[src/rtl/nn_isa_pkg.sv]
// nn_isa_pkg: shared instruction-set definitions for the fetch and control
// stages. It holds the opcode constants, the bit positions of the instruction
// fields, the fetch FSM state type, and a helper that sorts opcodes into
// those that go to decode and those that stop fetch.
package nn_isa_pkg;

    localparam int INSTR_W = 16;

    // Opcodes. Any opcode in the range 5..D is illegal.
    localparam logic [3:0] OP_HALT = 4'h0;
    localparam logic [3:0] OP_ADD  = 4'h1;
    localparam logic [3:0] OP_MUL  = 4'h2;
    localparam logic [3:0] OP_SINN = 4'h3;
    localparam logic [3:0] OP_MAC  = 4'h4;
    localparam logic [3:0] OP_LD   = 4'hE;
    localparam logic [3:0] OP_ST   = 4'hF;

    // Field positions: [15:12] opcode, [11:8] rd, [7:4] rs, [3:0] rt/offset.
    localparam int OPCODE_MSB = 15;
    localparam int OPCODE_LSB = 12;
    localparam int RD_MSB     = 11;
    localparam int RD_LSB     = 8;
    localparam int RS_MSB     = 7;
    localparam int RS_LSB     = 4;
    localparam int RT_MSB     = 3;
    localparam int RT_LSB     = 0;

    typedef enum logic [1:0] {
        FETCH_IDLE,
        FETCH_RUN,
        FETCH_DRAIN,
        FETCH_HALT
    } fetch_state_t;

    // Returns 1 for opcodes that are forwarded to decode. HALT and the
    // illegal range both return 0, and both stop fetching.
    function automatic logic is_exec_op(input logic [3:0] op);
        return op inside {OP_ADD, OP_MUL, OP_SINN, OP_MAC, OP_LD, OP_ST};
    endfunction

endpackage

[src/rtl/instr_buf.sv]
// instr_buf: a synchronous FIFO with DEPTH entries, where DEPTH is a power
// of two and at least 2.
//   clk, reset   : clock and synchronous active-high reset
//   push/push_data : write one entry. The caller may push while full only
//                    if it pops in the same cycle.
//   pop          : remove the head entry. A pop while empty is ignored.
//   head         : current head entry, valid while empty=0
//   full, empty, count : occupancy status
module instr_buf #(
    parameter int DEPTH = 2,
    parameter int WIDTH = 24
) (
    input  logic                   clk,
    input  logic                   reset,
    input  logic                   push,
    input  logic [WIDTH-1:0]       push_data,
    input  logic                   pop,
    output logic [WIDTH-1:0]       head,
    output logic                   full,
    output logic                   empty,
    output logic [$clog2(DEPTH):0] count
);
    localparam int AW = $clog2(DEPTH);
    localparam int CW = AW + 1;

    logic [WIDTH-1:0] slots [DEPTH];
    logic [AW-1:0]    wr_ptr;
    logic [AW-1:0]    rd_ptr;
    logic             do_pop;

    assign do_pop = pop && !empty;
    assign empty  = (count == '0);
    assign full   = (count == CW'(DEPTH));
    assign head   = slots[rd_ptr];

    // NOTE: sequential state uses non-blocking (<=) so every flop samples
    // pre-edge values and process order cannot change the result.
    always_ff @(posedge clk) begin
        if (reset) begin
            wr_ptr <= '0;
            rd_ptr <= '0;
            count  <= '0;
        end else begin
            if (push)   wr_ptr <= wr_ptr + 1'b1;
            if (do_pop) rd_ptr <= rd_ptr + 1'b1;
            case ({push, do_pop})
                2'b10:   count <= count + 1'b1;
                2'b01:   count <= count - 1'b1;
                default: ;
            endcase
        end
    end

    // NOTE: the storage array is deliberately not reset. Stale slots are
    // never observable because the pointers and count are reset.
    always_ff @(posedge clk) begin
        if (push) slots[wr_ptr] <= push_data;
    end

endmodule

[src/rtl/instr_fetch.sv]
// instr_fetch: instruction fetch unit. It fetches sequentially from start_pc
// and keeps at most one memory read in flight. Executable instructions are
// placed in a DEPTH-entry buffer for the decode stage. Fetch stops at a HALT
// word or an illegal opcode, and the buffer then drains.
//   clk, reset            : clock and synchronous active-high reset
//   start, start_pc       : launch fetch. Honoured only in IDLE and HALT.
//   imem_req, imem_addr   : one-cycle read request and its address
//   imem_rvalid, imem_rdata : in-order read response, 1 or more cycles later
//   out_valid, out_ready  : head-of-buffer handshake toward decode
//   opcode, rd, rs, rt, pc_out : fields and address of the head instruction
//   halted                : fetch has stopped and the buffer is empty
//   illegal               : sticky flag, set when an illegal opcode is fetched
//                           after the most recent start
module instr_fetch
    import nn_isa_pkg::*;
#(
    parameter int DEPTH = 2,
    parameter int PC_W  = 8
) (
    input  logic               clk,
    input  logic               reset,
    input  logic               start,
    input  logic [PC_W-1:0]    start_pc,
    output logic               imem_req,
    output logic [PC_W-1:0]    imem_addr,
    input  logic               imem_rvalid,
    input  logic [INSTR_W-1:0] imem_rdata,
    output logic               out_valid,
    input  logic               out_ready,
    output logic [3:0]         opcode,
    output logic [3:0]         rd,
    output logic [3:0]         rs,
    output logic [3:0]         rt,
    output logic [PC_W-1:0]    pc_out,
    output logic               halted,
    output logic               illegal
);
    localparam int CW      = $clog2(DEPTH) + 1;
    localparam int ENTRY_W = PC_W + INSTR_W;

    fetch_state_t        state;
    fetch_state_t        state_next;
    logic [PC_W-1:0]     pc;
    logic [PC_W-1:0]     req_pc;       // address of the request in flight
    logic                outstanding;
    logic                start_accept;
    logic                resp;
    logic [3:0]          resp_op;
    logic                resp_exec;
    logic                resp_stop;
    logic                resp_illegal;
    logic                pop;
    logic                buf_push;
    logic                buf_full;
    logic                buf_empty;
    logic [CW-1:0]       buf_count;
    logic [CW-1:0]       post_count;
    logic [ENTRY_W-1:0]  head;
    logic [INSTR_W-1:0]  head_instr;

    // A response is used only while a request is in flight. Any stray
    // rvalid, including one that arrives after reset, is dropped here.
    assign resp         = outstanding && imem_rvalid;
    assign resp_op      = imem_rdata[OPCODE_MSB:OPCODE_LSB];
    assign resp_exec    = resp && is_exec_op(resp_op);
    assign resp_stop    = resp && !is_exec_op(resp_op);
    assign resp_illegal = resp_stop && (resp_op != OP_HALT);
    assign start_accept = start && (state == FETCH_IDLE || state == FETCH_HALT);
    assign pop          = out_valid && out_ready;
    assign buf_push     = resp_exec && (!buf_full || pop);

    // Occupancy after this cycle's push and pop. A new request is issued only
    // while this is below DEPTH, so the reply always has a free slot.
    always_comb begin
        // NOTE: every always_comb output gets a default first, so no path
        // leaves it unassigned and no latch is inferred.
        post_count = buf_count;
        if (buf_push && !pop)      post_count = buf_count + 1'b1;
        else if (!buf_push && pop) post_count = buf_count - 1'b1;
    end

    // FSM state register
    always_ff @(posedge clk) begin
        if (reset) state <= FETCH_IDLE;
        else       state <= state_next;
    end

    // FSM next-state logic
    always_comb begin
        state_next = state;
        case (state)
            FETCH_IDLE, FETCH_HALT: if (start)     state_next = FETCH_RUN;
            FETCH_RUN:              if (resp_stop) state_next = FETCH_DRAIN;
            FETCH_DRAIN:            if (buf_empty) state_next = FETCH_HALT;
            default:                state_next = FETCH_IDLE;
        endcase
    end

    // FSM outputs. A request is allowed in the same cycle a reply arrives,
    // unless that reply stops fetch.
    always_comb begin
        halted   = (state == FETCH_HALT);
        imem_req = (state == FETCH_RUN) && (!outstanding || imem_rvalid) &&
                   !resp_stop && (post_count < CW'(DEPTH));
    end

    assign imem_addr = pc;

    // Program counter, in-flight tracking and the sticky illegal flag
    always_ff @(posedge clk) begin
        if (reset) begin
            pc          <= '0;
            req_pc      <= '0;
            outstanding <= 1'b0;
            illegal     <= 1'b0;
        end else begin
            if (start_accept) begin
                pc      <= start_pc;
                illegal <= 1'b0;
            end else if (imem_req) begin
                pc     <= pc + 1'b1;
                req_pc <= pc;
            end
            if (imem_req)  outstanding <= 1'b1;
            else if (resp) outstanding <= 1'b0;
            if (resp_illegal) illegal <= 1'b1;
        end
    end

    instr_buf #(
        .DEPTH (DEPTH),
        .WIDTH (ENTRY_W)
    ) u_buf (
        .clk       (clk),
        .reset     (reset),
        .push      (buf_push),
        .push_data ({req_pc, imem_rdata}),
        .pop       (pop),
        .head      (head),
        .full      (buf_full),
        .empty     (buf_empty),
        .count     (buf_count)
    );

    // The head fields read as zero while the buffer is empty, so the outputs
    // are clean after reset and stale slots never appear.
    assign out_valid            = !buf_empty;
    assign {pc_out, head_instr} = out_valid ? head : '0;
    assign opcode               = head_instr[OPCODE_MSB:OPCODE_LSB];
    assign rd                   = head_instr[RD_MSB:RD_LSB];
    assign rs                   = head_instr[RS_MSB:RS_LSB];
    assign rt                   = head_instr[RT_MSB:RT_LSB];

endmodule
[config.mk]
export PLATFORM = sky130hd
export DESIGN_NAME = instr_fetch
export DESIGN_NICKNAME = d
export VERILOG_FILES = /design/src/rtl/nn_isa_pkg.sv /design/src/rtl/instr_buf.sv /design/src/rtl/instr_fetch.sv
export SDC_FILE = /design/constraint.sdc
export NUM_CORES = 1
export LEC_CHECK = 0
export CAP_MARGIN = 25
export CORE_ASPECT_RATIO = 0.8
export CORE_MARGIN = 1.5
export CORE_UTILIZATION = 51
export CTS_BUF_LIST = sky130_fd_sc_hd__clkbuf_16
export CTS_CLUSTER_DIAMETER = 30
export DETAILED_ROUTE_END_ITERATION = 8
export PLACE_DENSITY = 0.86
export SYNTH_ARGS = -nofsm -noshare
export SYNTH_HDL_FRONTEND = slang
export SYNTH_SLANG_ARGS = --single-unit
export TNS_END_PERCENT = 1
[constraint.sdc]
create_clock -name clk -period 3.15 [get_ports clk]
set_input_delay 0.63 -clock clk [delete_from_list [all_inputs] [get_ports clk]]
set_output_delay 0.63 -clock clk [all_outputs]
set_load 0.005 [all_outputs]
# Word-level counts from Yosys, hierarchy flattened
# Memories as Yosys holds them, arrays and structs flattened. A register that Yosys moved wholly into a read port is not among the register bits.
# Index checks and enable logic that the tools add are counted.
# word_totals
reg_bits,24
latch_bits,0
ram_bits,48
mem_bits_ro,0
input_bits,29
out_inout_bits,36
elab_cells,83
n_memories,1
# memory_table
memory,words,word_bits,read_ports,rd_clocked_by_memory_dff,write_ports,line,text
u_buf.slots,2,24,1,1,1,instr_buf.sv:26,logic [WIDTH-1:0] slots [DEPTH];
# classes
add_sub_neg,5
mul,0
div,0
magnitude_cmp,1
eq_ne,15
shift,0
muxes,18
n_bitwise,1
reduce_logical,34
# ops
operator,count
$mux W24,1
$mux W8,2
$logic_and A1 B1 Y1,13
$mux W2,5
$add A8 B1 Y8 const B,1
$eq A2 B2 Y1 const B,4
$eq A4 B2 Y1 const B,2
$eq A4 B4 Y1 const B,2
$mux W1,8
$reduce_bool A2 Y1,4
$logic_not A1 Y1,7
$ne A2 B2 Y1 const B,3
$pmux W2 S3,1
$reduce_bool A6 Y1,1
$eq A2 B1 Y1 const B,2
$eq A4 B1 Y1 const B,1
$eq A4 B3 Y1 const B,1
$logic_not A2 Y1,2
$pmux W2 S2,1
$reduce_bool A4 Y1,1
$logic_or A1 B1 Y1,3
$reduce_and A3 Y1,1
$add A1 B1 Y1 const B,2
$add A2 B1 Y2 const B,1
5 further kinds,5

# Logic depth before layout (Yosys ltp)
# depth
word_depth,13
depth_mapped,14

# Cells and area by module
# Synthesis repeated with hierarchy kept, for this count alone.
# unflattened
cells_unflattened,271
area_unflattened_um2,3367.0
# modules_own_cells
module,n_inst,cells_per_inst,area_per_inst_um2
instr_buf,1,98,1939.4
instr_fetch,1,173,1427.6

# Least setup slack after synthesis
# OpenSTA, ideal clock, no wires.
# synth_path
path_kind,reg-to-reg
startpoint,register u_buf.count[0]
endpoint,register pc[6] (netlist: imem_addr[6])
setup_ps,91
arrival_ps,2727
path_slack_ps,332
path_stages_with_launch,13
period_less_slack_ps,2818
path_cell_list,dfxtp_1 -> inv_1 -> ha_1 -> clkbuf_1 -> inv_1 -> nand2_1 -> a221o_1 -> ha_1 -> nor2_1 -> o311ai_0 -> clkbuf_1 -> or4_1 -> a311oi_1
# synth_via
elab_chain_len,12
elab_cells_between_ends,18
classes_between,add/sub (2); order compare (1); eq/ne (1); mux (2); reduce/logical (12)
# synth_lines
element,line,text
from (decl),instr_buf.sv:21,output logic [$clog2(DEPTH):0] count
from (signal assigned),instr_buf.sv:47,2'b10: count <= count + 1'b1;
from (signal assigned),instr_buf.sv:48,2'b01: count <= count - 1'b1;
$logic_not A2 Y1 (*),instr_buf.sv:32,assign empty = (count == '0);
$logic_not A1 Y1 (*),instr_fetch.sv:147,assign out_valid = !buf_empty;
via out_valid,instr_fetch.sv:28,"output logic out_valid,"
$logic_and A1 B1 Y1 (*),instr_fetch.sv:69,assign pop = out_valid && out_ready;
$logic_or A1 B1 Y1,instr_fetch.sv:70,assign buf_push = resp_exec && (!buf_full || pop);
$logic_and A1 B1 Y1,instr_fetch.sv:70,
$logic_not A1 Y1,instr_fetch.sv:79,else if (!buf_push && pop) post_count = buf_count - 1'b1;
$logic_and A1 B1 Y1,instr_fetch.sv:79,
$mux W2,instr_fetch.sv:79,
$mux W2 (*),instr_fetch.sv:78,if (buf_push && !pop) post_count = buf_count + 1'b1;
$lt A2 B2 Y1 (*),instr_fetch.sv:104,!resp_stop && (post_count < CW'(DEPTH));
$logic_and A1 B1 Y1 (*),instr_fetch.sv:104,
$reduce_bool A2 Y1 (no source line) (*),n/a,
to (signal assigned),instr_fetch.sv:118,pc <= start_pc;
to (signal assigned),instr_fetch.sv:121,pc <= pc + 1'b1;
to (decl),instr_fetch.sv:43,logic [PC_W-1:0] pc;
# The timed path passes the listed nets; every way through them passes the cells marked *.
# A chain may end at the register's enable or synchronous reset.

# Worst setup path in the final report
# layout_path
startpoint,input port out_ready
endpoint,output port imem_req
# layout_via
elab_chain_len,9
elab_cells_between_ends,11
classes_between,order compare (1); mux (2); reduce/logical (8)
# layout_lines
element,line,text
from (decl),instr_fetch.sv:29,"input logic out_ready,"
$logic_and A1 B1 Y1 (*),instr_fetch.sv:69,
$logic_or A1 B1 Y1,instr_fetch.sv:70,
$logic_and A1 B1 Y1,instr_fetch.sv:70,
$logic_not A1 Y1,instr_fetch.sv:79,
$logic_and A1 B1 Y1,instr_fetch.sv:79,
$mux W2,instr_fetch.sv:79,
$mux W2 (*),instr_fetch.sv:78,
$lt A2 B2 Y1 (*),instr_fetch.sv:104,
$logic_and A1 B1 Y1 (*),instr_fetch.sv:104,
to (decl),instr_fetch.sv:24,"output logic imem_req,"
# Every way passes the cells marked *; elsewhere a longest branch is shown, timed or not.

==> key figures <==
Run status
  • Outcome: completed

Clock network
  • Clock latency reported for the late side of the worst-skew pair: between 0.3 and 0.4 ns
  • Clock buffer depth: 2
  • CTS tree: built
  • H-tree depth: 3
  • Clock buffer count from CTS: 9
  • Clk root buf: clkbuf_16
  • Clock Sinks: 73
  • Clock-pin slew on the worst setup and hold paths: about 0.05 ns

Routing
  • Drt total wl: slightly below 7 mm
  • DRC viols: 0
  • Drt via density: around 5.4
  • Vias after detailed routing: approximately 2400
  • 1st-iter DRT viols: ~110
  • DR WL/cell: 15.37 um
  • First-pass iteration count of the detailed router: 5
  • Remaining antenna violation count: 0

Setup path
  • CP max stage delay: 0.47 ns
  • Worst Setup End Kind: primary output
  • CP required: approximately 2.5 ns
  • Cell family with most CP delay: compound AO/OA/AOI/OAI gates
  • Crit path top cell by count: nand2_2
  • Slowest CP cell: clkdlybuf4s50_1
  • Crit Path Max Fanout: 2
  • Worst Path Arrival: ~2.4 ns
  • Critical Path Source Type: input pin
  • Crit Path Class: input pin to primary output
  • Crit path buf inv count: 3
  • CP Cell Sequence: clkdlybuf4s50_1 -> nand2_2 -> a221o_1 -> ha_2 -> and2_1 -> o311a_1 -> nand2_2 -> inv_1 -> buf_2

GRT
  • Overflow after GRT: 0
  • Pin count of the biggest net entering global routing: 27
  • GRT Resource Usage Total: a little over a fifth
  • Antenna violations before repair: 0
  • Number of global-route vias before repair: roughly 2200
  • First-pass GRT wire length: 10.85 mm

Timing
  • Fin crit share: between 90 and 100%
  • Slew margin rel.: around 37%
  • Final hold vios: 0
  • Max-slew violations: 0
  • RSZ-0062 raised after global routing: no
  • F_max: between 300 and 400 MHz
  • Worst-Margin Slew: about 0.94 ns
  • Min cycle time layout: approximately 3.0 ns
  • Final setup viols: 0
  • Worst clock skew: slightly above 0.004 ns

Die
  • I/O pins: 65
  • Chip width: approximately 91 um
  • Die area: roughly 6700 um2
  • Initial Util: between 50% and 60%
  • Total core area: a little under 6000 um2
  • FP Rows: 25
  • Die height: roughly 73 um

Logic synthesis
  • Register area share after synthesis: around three fifths
  • Synth Flop Type: edfxtp_1
  • Cell with the most instances after synthesis: edfxtp_1
  • Count of cell types in the netlist: 38
  • Ranking of synthesized cells by area: edfxtp_1 (46%), dfxtp_1 (16%), mux2i_1 (7.6%)
  • Top-area cell type share of the netlist area: around 46%
  • Mapped cell area: 3156 um2
  • Warnings from Yosys: 0
  • Post-synthesis register bit count: 73
  • Post-synth EDFFs: 48
  • Most instantiated cells after synthesis: edfxtp_1 (48), nor2_1 (44), dfxtp_1 (25)
  • Net Count, Synth: between 300 and 400
  • Area leader, netlist: edfxtp_1
  • Async SR Flop Fraction: 0%
  • Cells after Synth: approximately 270
  • Avg Cell Area, Syn: roughly 12 um2

Placement
  • Post-DP HPWL: 4.346 mm
  • Placed Area: 4036 um2
  • Placed cell count: 420
  • Port Buf Inserts: 64
  • Gpl congestion: 0.8292

Cells and area
  • Final nets: approximately 390
  • Final Cell Area: 4404 um2
  • P&R area growth vs syn: 39.57%
  • Share of layout cells above drive strength 1: ~15%
  • Ant diodes: 0
  • Final non-filler cell total: roughly 440

Run
  • Max capacitance violation total: 0

Power
  • Leak: 0.001550 uW
  • Peak VDD IR: a little under 0.6 mV
  • Power Density: around 850 nW/um2

Min path
  • Worst Hold Class: flip-flop to flip-flop
sequential cells by signal, summed over array words and instances, names as in the netlist, named ones only:
name,count
req_pc,8
state,2
u_buf.rd_ptr,1
outstanding,1
imem_addr,8
u_buf.count,2
u_buf.wr_ptr,1
u_buf.slots,48
illegal,1
cells by family after synthesis:
kind of cell	after synthesis	synth area share, %
XOR/XNOR	4	1.110
flip-flops	73	61.54
buffers and inverters	23	3.013
multiplexers	24	7.613
AO/OA/AOI/OAI	50	10.67
AND/OR/NAND/NOR	84	12.09
adder cells (fa/ha/maj)	10	3.965
path summary, 6_finish.rpt:
path                  start                 end  slack, ns  depth (start not counted)
max               out_ready            imem_req       0.10                          9
min               req_pc[6]  u_buf.slots[1][22]       0.45                          0
max reg2reg  u_buf.count[0]        imem_addr[5]       0.39                         14
min reg2reg       req_pc[6]  u_buf.slots[1][22]       0.45                          0
placed cells by master (no fill, tap or decap), types with 4 or more instances in the layout:
| cell | instances |
|---|---|
| buf_4 | 21 |
| nor2_1 | 41 |
| a311oi_1 | 10 |
| clkdlybuf4s50_1 | 59 |
| clkbuf_16 | 9 |
| ha_1 | 9 |
| or4_1 | 4 |
| o31ai_1 | 4 |
| o21ai_0 | 13 |
| dfxtp_1 | 24 |
| edfxtp_1 | 48 |
| mux2i_1 | 24 |
| or3_1 | 4 |
| inv_1 | 9 |
| nand3_1 | 11 |
| nand2_1 | 8 |
| a21oi_1 | 12 |
report_power, final:
| part | total, uW | leakage [uW] | internal [uW] | switching [uW] |
|---|---|---|---|---|
| sequential | 1250 | 0.000632 | 1140 | 107 |
| combinational | 1370 | 0.000751 | 693 | 676 |
| clock | 1150 | 0.000167 | 774 | 373 |
worst reg2reg max path: cells and delay by family (launching register included):
family                   cells  cell delay (ns)
AO/OA/AOI/OAI                3             0.82
flip-flops                   1             0.34
adder cells (fa/ha/maj)      2             0.40
AND/OR/NAND/NOR              3             0.48
buffers and inverters        6             0.60
cell type report:
type                            instances  area (um2)
Clock inverter                          7       118.9
Sequential cell                        73        1943
Timing Repair Buffer                   88       843.3
Fill cell                             382        1539
Clock buffer                            9       225.2
Multi-Input combinational cell        172        1139
Inverter                                9       33.78
Tap cell                               81       101.3
metal layers:
metal  wire [um]  vias to the layer above  global-route usage [%]
li1            -                     1156                       -
met1        2973                     1093                   26.55
met2        3161                       94                   35.41
met3         460                       16                   6.625
met4         154                        0                   7.292
met5           0                        -                       0
metrics by stage:
stage | setup TNS [ns] | power, uW | utilization (%) | setup WS (ns) | hold slack, ns
floorplan | 0 | 1931 | - | 0.3322 | 0.4192
global route | 0 | 3961 | 74.11 | 0.01458 | 0.4568
detailed placement | -5.175 | 2584 | 67.92 | -0.6144 | 0.4365
finish | 0 | 3761 | 74.11 | 0.1027 | 0.4497
CTS | 0 | 3760 | 73.96 | 0.04755 | 0.4480
global placement | -3.554 | 2547 | 67.92 | -0.5236 | 0.4279
timing repair:
item | 4_1_cts | 5_1_grt
hold buffers | 0 | 0
pin swaps | 7 | 2
setup buffers | 2 | 1
gates resized for setup | 18 | 4
hold endpoints to repair | 0 | 0
endpoints found under the setup margin | 9 | 1
Note: power is estimated with default switching activity, not from simulation.
